[src/rtl/instr_fetch_stage_pkg.sv]
// Shared fetch/decode definitions: instruction fields, HALT code, FSM states.
// Imported by the fetch stage, its hold buffer and the decode stage.
package instr_fetch_stage_pkg;

  localparam int DATASRC_BIT = 29;
  localparam int ALUOP_HI    = 28;
  localparam int ALUOP_LO    = 26;
  localparam int WSEL_HI     = 25;
  localparam int WSEL_LO     = 21;
  localparam int RSEL1_HI    = 20;
  localparam int RSEL1_LO    = 16;
  localparam int RSEL2_HI    = 15;
  localparam int RSEL2_LO    = 11;
  localparam int IMM_HI      = 15;
  localparam int IMM_LO      = 0;

  localparam logic [1:0]  HALT_CODE = 2'b11;
  localparam logic [31:0] NOP_WORD  = 32'h0;

  typedef enum logic {
    S_RUN  = 1'b0,
    S_HALT = 1'b1
  } fetch_state_e;

  function automatic logic is_halt(
    input logic [31:0] word,
    input logic [1:0]  code
  );
    return word[31:30] == code;
  endfunction

endpackage

[src/rtl/instr_fetch_stage_if.sv]
// Fetch -> decode link: InstrIn/WriteEnable bundle plus stall/redirect back.
// master = fetch (producer), slave = decode (consumer).
interface instr_fetch_stage_if #(
  parameter int AW = 8
);

  logic [31:0]   instr_out;
  logic          write_enable_out;
  logic [AW-1:0] pc_out;
  logic          halted;
  logic          stall;
  logic          redirect;
  logic [AW-1:0] redirect_pc;

  modport master (
    output instr_out, write_enable_out, pc_out, halted,
    input  stall, redirect, redirect_pc
  );

  modport slave (
    input  instr_out, write_enable_out, pc_out, halted,
    output stall, redirect, redirect_pc
  );

endinterface

[src/rtl/instr_fetch_stage_hold_buf.sv]
// Skid register: keeps the ROM word that arrives on the first stall cycle.
// Ports: clk/rst, capture, clear, rdata in; hold_buf/hold_valid out.
module fetch_hold_buf (
  input  logic        clk,
  input  logic        rst,
  input  logic        capture,
  input  logic        clear,
  input  logic [31:0] rdata,
  output logic [31:0] hold_buf,
  output logic        hold_valid
);

  logic [31:0] hold_buf_q, hold_buf_d;
  logic        hold_valid_q, hold_valid_d;

  always_comb begin
    hold_buf_d   = hold_buf_q;
    hold_valid_d = hold_valid_q;
    if (clear) begin
      hold_valid_d = 1'b0;
    end else if (capture) begin
      hold_buf_d   = rdata;
      hold_valid_d = 1'b1;
    end
  end

  always_ff @(posedge clk) begin
    if (rst) begin
      hold_buf_q   <= '0;
      hold_valid_q <= 1'b0;
    end else begin
      hold_buf_q   <= hold_buf_d;
      hold_valid_q <= hold_valid_d;
    end
  end

  assign hold_buf   = hold_buf_q;
  assign hold_valid = hold_valid_q;

endmodule

[src/rtl/instr_fetch_stage.sv]
// Stage-0 fetch: PC, sync ROM read, stall skid, redirect, HALT freeze.
// Ports: clk, rst, imem_addr/imem_rdata (ROM), bus (master side to decode).
module instr_fetch_stage
  import instr_fetch_stage_pkg::*;
#(
  parameter int            AW        = 8,
  parameter logic [AW-1:0] RESET_PC  = '0,
  parameter logic [1:0]    HALT_CODE = instr_fetch_stage_pkg::HALT_CODE
) (
  input  logic                  clk,
  input  logic                  rst,
  output logic [AW-1:0]         imem_addr,
  input  logic [31:0]           imem_rdata,
  instr_fetch_stage_if.master   bus
);

  fetch_state_e  state_q, state_d;
  logic [AW-1:0] pc_q, pc_d;
  logic [AW-1:0] pc_pend_q, pc_pend_d;
  logic          pend_q, pend_d;
  logic [31:0]   instr_q, instr_d;
  logic          we_q, we_d;
  logic [AW-1:0] pc_out_q, pc_out_d;

  logic [31:0] hold_buf;
  logic        hold_valid;
  logic [31:0] word;
  logic        halt_deliv;
  logic        capture;
  logic        clear;

  assign word = hold_valid ? hold_buf : imem_rdata;

  assign halt_deliv = !bus.redirect && !bus.stall && pend_q &&
                      is_halt(word, HALT_CODE);

  // Grab the in-flight word only once; later stall cycles see mem[pc].
  assign capture = bus.stall && pend_q && !hold_valid;
  assign clear   = bus.redirect || !bus.stall;

  fetch_hold_buf u_hold (
    .clk        (clk),
    .rst        (rst),
    .capture    (capture),
    .clear      (clear),
    .rdata      (imem_rdata),
    .hold_buf   (hold_buf),
    .hold_valid (hold_valid)
  );

  always_comb begin
    state_d   = state_q;
    pc_d      = pc_q;
    pc_pend_d = pc_pend_q;
    pend_d    = pend_q;
    instr_d   = instr_q;
    we_d      = we_q;
    pc_out_d  = pc_out_q;
    if (bus.redirect) begin
      state_d = S_RUN;
      pc_d    = bus.redirect_pc;
      pend_d  = 1'b0;
      instr_d = NOP_WORD;
      we_d    = 1'b0;
    end else if (!bus.stall) begin
      if (pend_q) begin
        instr_d  = word;
        pc_out_d = pc_pend_q;
        we_d     = (word != NOP_WORD) && !is_halt(word, HALT_CODE);
      end else begin
        instr_d = NOP_WORD;
        we_d    = 1'b0;
      end
      // HALT squashes the fetch that would issue on the same edge.
      if (halt_deliv) begin
        state_d = S_HALT;
        pend_d  = 1'b0;
      end else if (state_q == S_RUN) begin
        pc_d      = pc_q + AW'(1);
        pc_pend_d = pc_q;
        pend_d    = 1'b1;
      end else begin
        pend_d = 1'b0;
      end
    end
  end

  always_ff @(posedge clk) begin
    if (rst) begin
      state_q   <= S_RUN;
      pc_q      <= RESET_PC;
      pc_pend_q <= '0;
      pend_q    <= 1'b0;
      instr_q   <= NOP_WORD;
      we_q      <= 1'b0;
      pc_out_q  <= '0;
    end else begin
      state_q   <= state_d;
      pc_q      <= pc_d;
      pc_pend_q <= pc_pend_d;
      pend_q    <= pend_d;
      instr_q   <= instr_d;
      we_q      <= we_d;
      pc_out_q  <= pc_out_d;
    end
  end

  assign imem_addr            = pc_q;
  assign bus.instr_out        = instr_q;
  assign bus.write_enable_out = we_q;
  assign bus.pc_out           = pc_out_q;
  assign bus.halted           = (state_q == S_HALT);

endmodule

[src/flat_wrapper.sv]
// flat-port wrapper written by rule: the top's interface ports become plain ports
module instr_fetch_stage_flat import instr_fetch_stage_pkg::*;
#(
  parameter int            AW        = 8,
  parameter logic [AW-1:0] RESET_PC  = '0,
  parameter logic [1:0]    HALT_CODE = instr_fetch_stage_pkg::HALT_CODE
)
  (clk, rst, imem_addr, imem_rdata, bus_instr_out, bus_write_enable_out, bus_pc_out, bus_halted, bus_stall, bus_redirect, bus_redirect_pc);
  instr_fetch_stage_if #(.AW(AW)) bus_i ();
  input  logic clk;
  input  logic rst;
  output logic [AW-1:0] imem_addr;
  input  logic [31:0] imem_rdata;
  output wire logic [$bits(bus_i.instr_out)-1:0] bus_instr_out;
  output wire logic [$bits(bus_i.write_enable_out)-1:0] bus_write_enable_out;
  output wire logic [$bits(bus_i.pc_out)-1:0] bus_pc_out;
  output wire logic [$bits(bus_i.halted)-1:0] bus_halted;
  input wire logic [$bits(bus_i.stall)-1:0] bus_stall;
  input wire logic [$bits(bus_i.redirect)-1:0] bus_redirect;
  input wire logic [$bits(bus_i.redirect_pc)-1:0] bus_redirect_pc;
  assign bus_instr_out = bus_i.instr_out;
  assign bus_write_enable_out = bus_i.write_enable_out;
  assign bus_pc_out = bus_i.pc_out;
  assign bus_halted = bus_i.halted;
  assign bus_i.stall = bus_stall;
  assign bus_i.redirect = bus_redirect;
  assign bus_i.redirect_pc = bus_redirect_pc;
  instr_fetch_stage #(.AW(AW), .RESET_PC(RESET_PC), .HALT_CODE(HALT_CODE)) u_core (.clk(clk), .rst(rst), .imem_addr(imem_addr), .imem_rdata(imem_rdata), .bus(bus_i));
endmodule
[config.mk]
export PLATFORM = sky130hd
export DESIGN_NAME = instr_fetch_stage_flat
export DESIGN_NICKNAME = d
export VERILOG_FILES = /design/src/rtl/instr_fetch_stage_pkg.sv /design/src/rtl/instr_fetch_stage_if.sv /design/src/rtl/instr_fetch_stage_hold_buf.sv /design/src/rtl/instr_fetch_stage.sv /design/src/flat_wrapper.sv
export SDC_FILE = /design/constraint.sdc
export NUM_CORES = 1
export LEC_CHECK = 0
export BUFFER_PORTS_ARGS = -buffer_cell sky130_fd_sc_hd__buf_4
export CAP_MARGIN = 20
export CORE_MARGIN = 5
export CORE_UTILIZATION = 44
export DETAILED_ROUTE_END_ITERATION = 7
export PLACE_DENSITY_LB_ADDON = 0.3
export SETUP_SLACK_MARGIN = 0.1
export SLEW_MARGIN = 40
export SYNTH_ARGS = -nofsm -noshare
export SYNTH_HDL_FRONTEND = slang
export SYNTH_SLANG_ARGS = --single-unit
[constraint.sdc]
create_clock -name clk -period 5.2 [get_ports clk]
set_input_delay 0.26 -clock clk [delete_from_list [all_inputs] [get_ports clk]]
set_output_delay 0.26 -clock clk [all_outputs]
set_load 0.005 [all_outputs]
# Yosys cells after proc, flatten, opt, wreduce, memory -nomap -nowiden
# Cells that the tools add are included.
dict set report op_classes {
  n_eq_ne 4
  reduce_logical 19
  bitwise 5
  n_addsub 1
  muxes 9
}
# cell count
set ops {}
lappend ops {{32-bit two-way mux} 2}
lappend ops {{8-bit two-way mux} 4}
lappend ops {{32-bit nonzero test} 1}
lappend ops {{8-bit by 1-bit adder with 8-bit output, second input constant} 1}
lappend ops {{1-bit logical AND} 6}
lappend ops {{3-bit AND reduction} 2}
lappend ops {{1-bit NOT} 5}
lappend ops {{1-bit logical NOT} 4}
lappend ops {{2-bit != test, second input constant} 2}
lappend ops {{2-bit AND reduction} 2}
lappend ops {{4-bit AND reduction} 1}
lappend ops {{2-bit OR reduction} 2}
lappend ops {{1-bit two-way mux} 3}
lappend ops {{2-bit == test, second input constant} 1}
lappend ops {{2-bit by 1-bit != test with 1-bit output, second input constant} 1}
lappend ops {{1-bit logical OR} 1}
dict set report totals {
  out_inout_bits 50
  reg_bits 92
}

# Logic depth before layout (Yosys ltp)
dict set report logic_depth {
  ltp_word 7
  depth_mapped 7
}

# Hierarchy
# A second synthesis with hierarchy kept.
dict set report unflattened {
  cells_unflattened 460
  hier_area_um2 4332.9
}
# module instances seq_area_each_um2 area_each_um2 cells_per_inst
set modules_own_cells {}
lappend modules_own_cells {instr_fetch_stage 1 1181.1 2841.5 312}
lappend modules_own_cells {fetch_hold_buf 1 660.6 1491.4 148}

# Least setup slack after synthesis
# Ideal clock, no wire load.
dict set report synth_timing {
  kind {flip-flop to flip-flop}
  from {reg u_core.u_hold.hold_valid_q, in the netlist u_core.u_hold.hold_valid}
  to {reg u_core.pc_q[3], in the netlist u_core.imem_addr[3]}
  stages_incl_launch_ff 6
  t_arrival_ns 1.589
  path_buffers 1
  t_required_ns 5.109
  slack_ns 3.520
  cell_sequence {dfxtp_1 buf_4 and3b_1 o21a_4 or4_1 a311oi_1}
}
dict set report synth_via {
  elab_chain_len 5
}
# item line
set synth_lines {}
lappend synth_lines {{from (decl)} instr_fetch_stage_hold_buf.sv:14} ;# logic hold_valid_q, hold_valid_d;
lappend synth_lines {{from (signal assigned)} instr_fetch_stage_hold_buf.sv:33} ;# hold_valid_q <= hold_valid_d;
lappend synth_lines {{32-bit two-way mux} instr_fetch_stage.sv:32} ;# assign word = hold_valid ? hold_buf : imem_rdata;
lappend synth_lines {{2-bit == test} instr_fetch_stage_pkg.sv:29} ;# return word[31:30] == code;
lappend synth_lines {{1-bit logical AND} instr_fetch_stage.sv:34} ;# assign halt_deliv = !bus.redirect && !bus.stall && pend_q &&
lappend synth_lines {{2-bit != test (no line)} --}
lappend synth_lines {{3-bit AND reduction (no line)} --}
lappend synth_lines {{to (signal assigned)} instr_fetch_stage.sv:99} ;# pc_q <= pc_d;
lappend synth_lines {{to (decl)} instr_fetch_stage.sv:18} ;# logic [AW-1:0] pc_q, pc_d;
# No other way between the ends.
# A chain may end at the register's enable or synchronous reset.

# Worst setup path in the final report
# Ends and elaborated chain as after synthesis.

==> qor.txt <==
Status: finished clean
Drt total wl: 9600 um
Clock-pin slew of the registers on the worst-case setup and hold paths: 0.10 ns
Setup CP Type: flip-flop to flip-flop
Worst path cell trace: and3b_1 > o21a_4 > or4_1 > a311oi_1
Avg Inst Size Synth: 8.53 um2
Detailed-placement wirelength estimate: 6760 um
Max cap viols: 0
Sw power: 0.331 mW
Non-Filler Instances: 635
Cell area after synthesis: 3800 um2
DP Cell Count: 619
Final #Nets: 567
Post-CTS setup buffer count: 0
Clock skew: 0.0136 ns
Htree depth: 3
Global-route wire length before repair: 15400 um
Slew Limit Headroom: 54.1%
CP Capture Type: flip-flop
I/O Buffers: 93
Critical path peak fanout: 37
Synthesized flop and latch total: 92
R2r worst-path depth: 4
Pre-CTS WS: 3.00 ns
Vias in the first global route: 3170
CP max stage delay: 0.74 ns
RSZ-0062 raised after global routing: false
Final WS setup: 3.06 ns
Die area: 10600 um2
Largest net degree at the start of global routing: 54
Comb pwr share: 8.0%
CTS tree: built
PostCTS Resize Cnt: 0
Initial antenna violation count: 0
Actual slew at the worst max-slew pin: 0.688 ns
Core Footprint: 8590 um2
Tcrit/Tclk final: 41.1%
Crit path DAT: 2.40 ns
Hold path depth: 3
Num CTS Buffers: 9
Initial Util: 44.3%
Sequential-to-total area share from yosys stat: 48.4%
Worst vdd ir: 0.147 mV
Die W: 103 um
Drc violations: 0
Via count: 3362
Worst-Skew Late Latency: 0.36 ns
Power Dens Cells: 291 nW/um2
Initial DRC count: 149
Wirelength per Cell: 15.1 um
FP Rows: 34
Sw Ratio: 23.9%
Post-synth EDFFs: 0
Clock Tree Buf Depth: 2
ANT cells: 0
F_max: 467 MHz
Final hold viol count: 0
Internal power: 1.06 mW
Critical Path RT: 5.46 ns
Gr usage total: 18.2%
Leakage: 1.78 nW
Min cycle time layout: 2.14 ns
Slowest-stage cell, CP: dfxtp_4
Post-synth cell types: 38
Gpl congestion: 0.844
Area growth from synthesis to layout: 25.4%
Primary FF master, synth: dfxtp_1
Setup crit start kind: flip-flop
Seq pwr share: 52.7%
Hold Crit Class: input pin to flip-flop
Root Buffer: clkbuf_8
Share of layout cells above drive strength 1: 22.8%
Clock power frac: 39.4%
Max-slew violations: 0
Synthesized Nets: 491
Clk sinks: 92
Final ANT Viol Nets: 0
Final Setup Violations: 0
Hold-fix buffers at CTS: 0
DRT Pass-1 Iters: 4
Die Y: 103 um
Via-per-instance ratio: 5.29
Cell count after synthesis: 446
Ys Warns: 0
Setup TNS: 0 ns
Async SR Flop Fraction: 0%
I/O Pins: 94
Congestion Overflow GR: 0
==> flip-flops by register name, summed over array words and instances (netlist names) <==
| signal | flops |
|---|---|
| u_core.bus.instr_out | 32 |
| u_core.u_hold.hold_buf | 32 |
| u_core.bus.pc_out | 8 |
| u_core.imem_addr | 8 |
| u_core.pc_pend_q | 8 |
| u_core.bus.halted | 1 |
| u_core.bus.write_enable_out | 1 |
| u_core.pend_q | 1 |
| u_core.u_hold.hold_valid | 1 |
==> through the flow <==
stage	total power, mW	hold slack, ns	area, um2	utilization [%]
2_1_floorplan	0.799	0.396	3800	-
3_3_place_gp	0.856	0.439	4530	52.8
3_5_place_dp	0.858	0.443	4540	52.8
4_1_cts	1.40	0.149	4770	55.5
5_1_grt	1.44	0.145	4770	55.5
6_report	1.39	0.162	4770	55.5
==> cells in the mapped netlist (6+ instances only) <==
cell type	n	share of area, %
a311oi_1	6	1.4
a21oi_1	33	4.3
nand2_1	114	11
nand4_1	7	1.2
dfxtp_1	92	48
nor4_1	17	2.8
mux2i_1	48	13
nand3_1	6	0.79
clkbuf_1	25	2.5
o21ai_1	39	5.1
nor2_1	15	1.5
==> worst max-delay path, delay by kind of cell (launching register included) <==
family          cells  cell delay (ns)
flops               1             0.74
compound gates      2             0.50
simple gates        2             0.81
==> layout by cell type, fill, tap and decap left out, types with 3 or more instances in the layout <==
| cell type | n |
|---|---|
| buf_4 | 96 |
| mux2i_1 | 48 |
| nand4_1 | 7 |
| dfxtp_1 | 91 |
| nor4_1 | 17 |
| inv_1 | 4 |
| a21oi_1 | 33 |
| and3_1 | 4 |
| nor2_1 | 15 |
| nand3_1 | 6 |
| nand2_1 | 114 |
| nor3_1 | 3 |
| clkbuf_8 | 10 |
| a311oi_1 | 6 |
| o21ai_1 | 39 |
| or3_1 | 4 |
==> routing by layer <==
metal | vias up | GRT usage, % | wire (um)
li1 | 1707 | - | -
met1 | 1548 | 24.3 | 4310
met2 | 99 | 29.6 | 4540
met3 | 8 | 4.26 | 648
met4 | 0 | 5.08 | 98
met5 | - | 0 | 0
==> cells by family (layout without fill, tap and decap cells) <==
family                     count (synthesis)  count (layout)  share of synthesized area, %
muxes                                     48              48                          12.6
DFF                                       92              92                          48.4
and+or+nand+nor                          179             179                          21.4
buffers and inverters                     37             118                          3.95
adders and majority gates                  1               1                         0.329
AOI/OAI and AO/OA                         89              89                          13.3
==> power groups by stage <==
stage	registers, mW	clock network, mW	logic [mW]
after floorplan	0.743	0	0.0558
after global placement	0.748	0	0.108
after detailed placement	0.748	0	0.110
after CTS	0.732	0.556	0.111
after global routing	0.734	0.582	0.122
final	0.732	0.547	0.110
==> path summary, 6_finish.rpt <==
kind / end / startpoint / slack (ns)
max: u_core.imem_addr[3] / u_core.u_hold.hold_valid / 3.06
min: u_core.u_hold.hold_buf[11] / imem_rdata[11] / 0.16
max reg2reg: u_core.imem_addr[3] / u_core.u_hold.hold_valid / 3.06
min reg2reg: u_core.bus.instr_out[4] / u_core.bus.instr_out[4] / 0.45
==> final cells by class <==
cell class / count / area [um2]
Clock inverter: 6 / 93.8
Multi-Input combinational cell: 317 / 1810
Tap cell: 108 / 135
Clock buffer: 10 / 138
Inverter: 6 / 22.5
Fill cell: 801 / 3820
Timing Repair Buffer: 96 / 721
Sequential cell: 92 / 1850
Power figures use the tool's default switching activity.
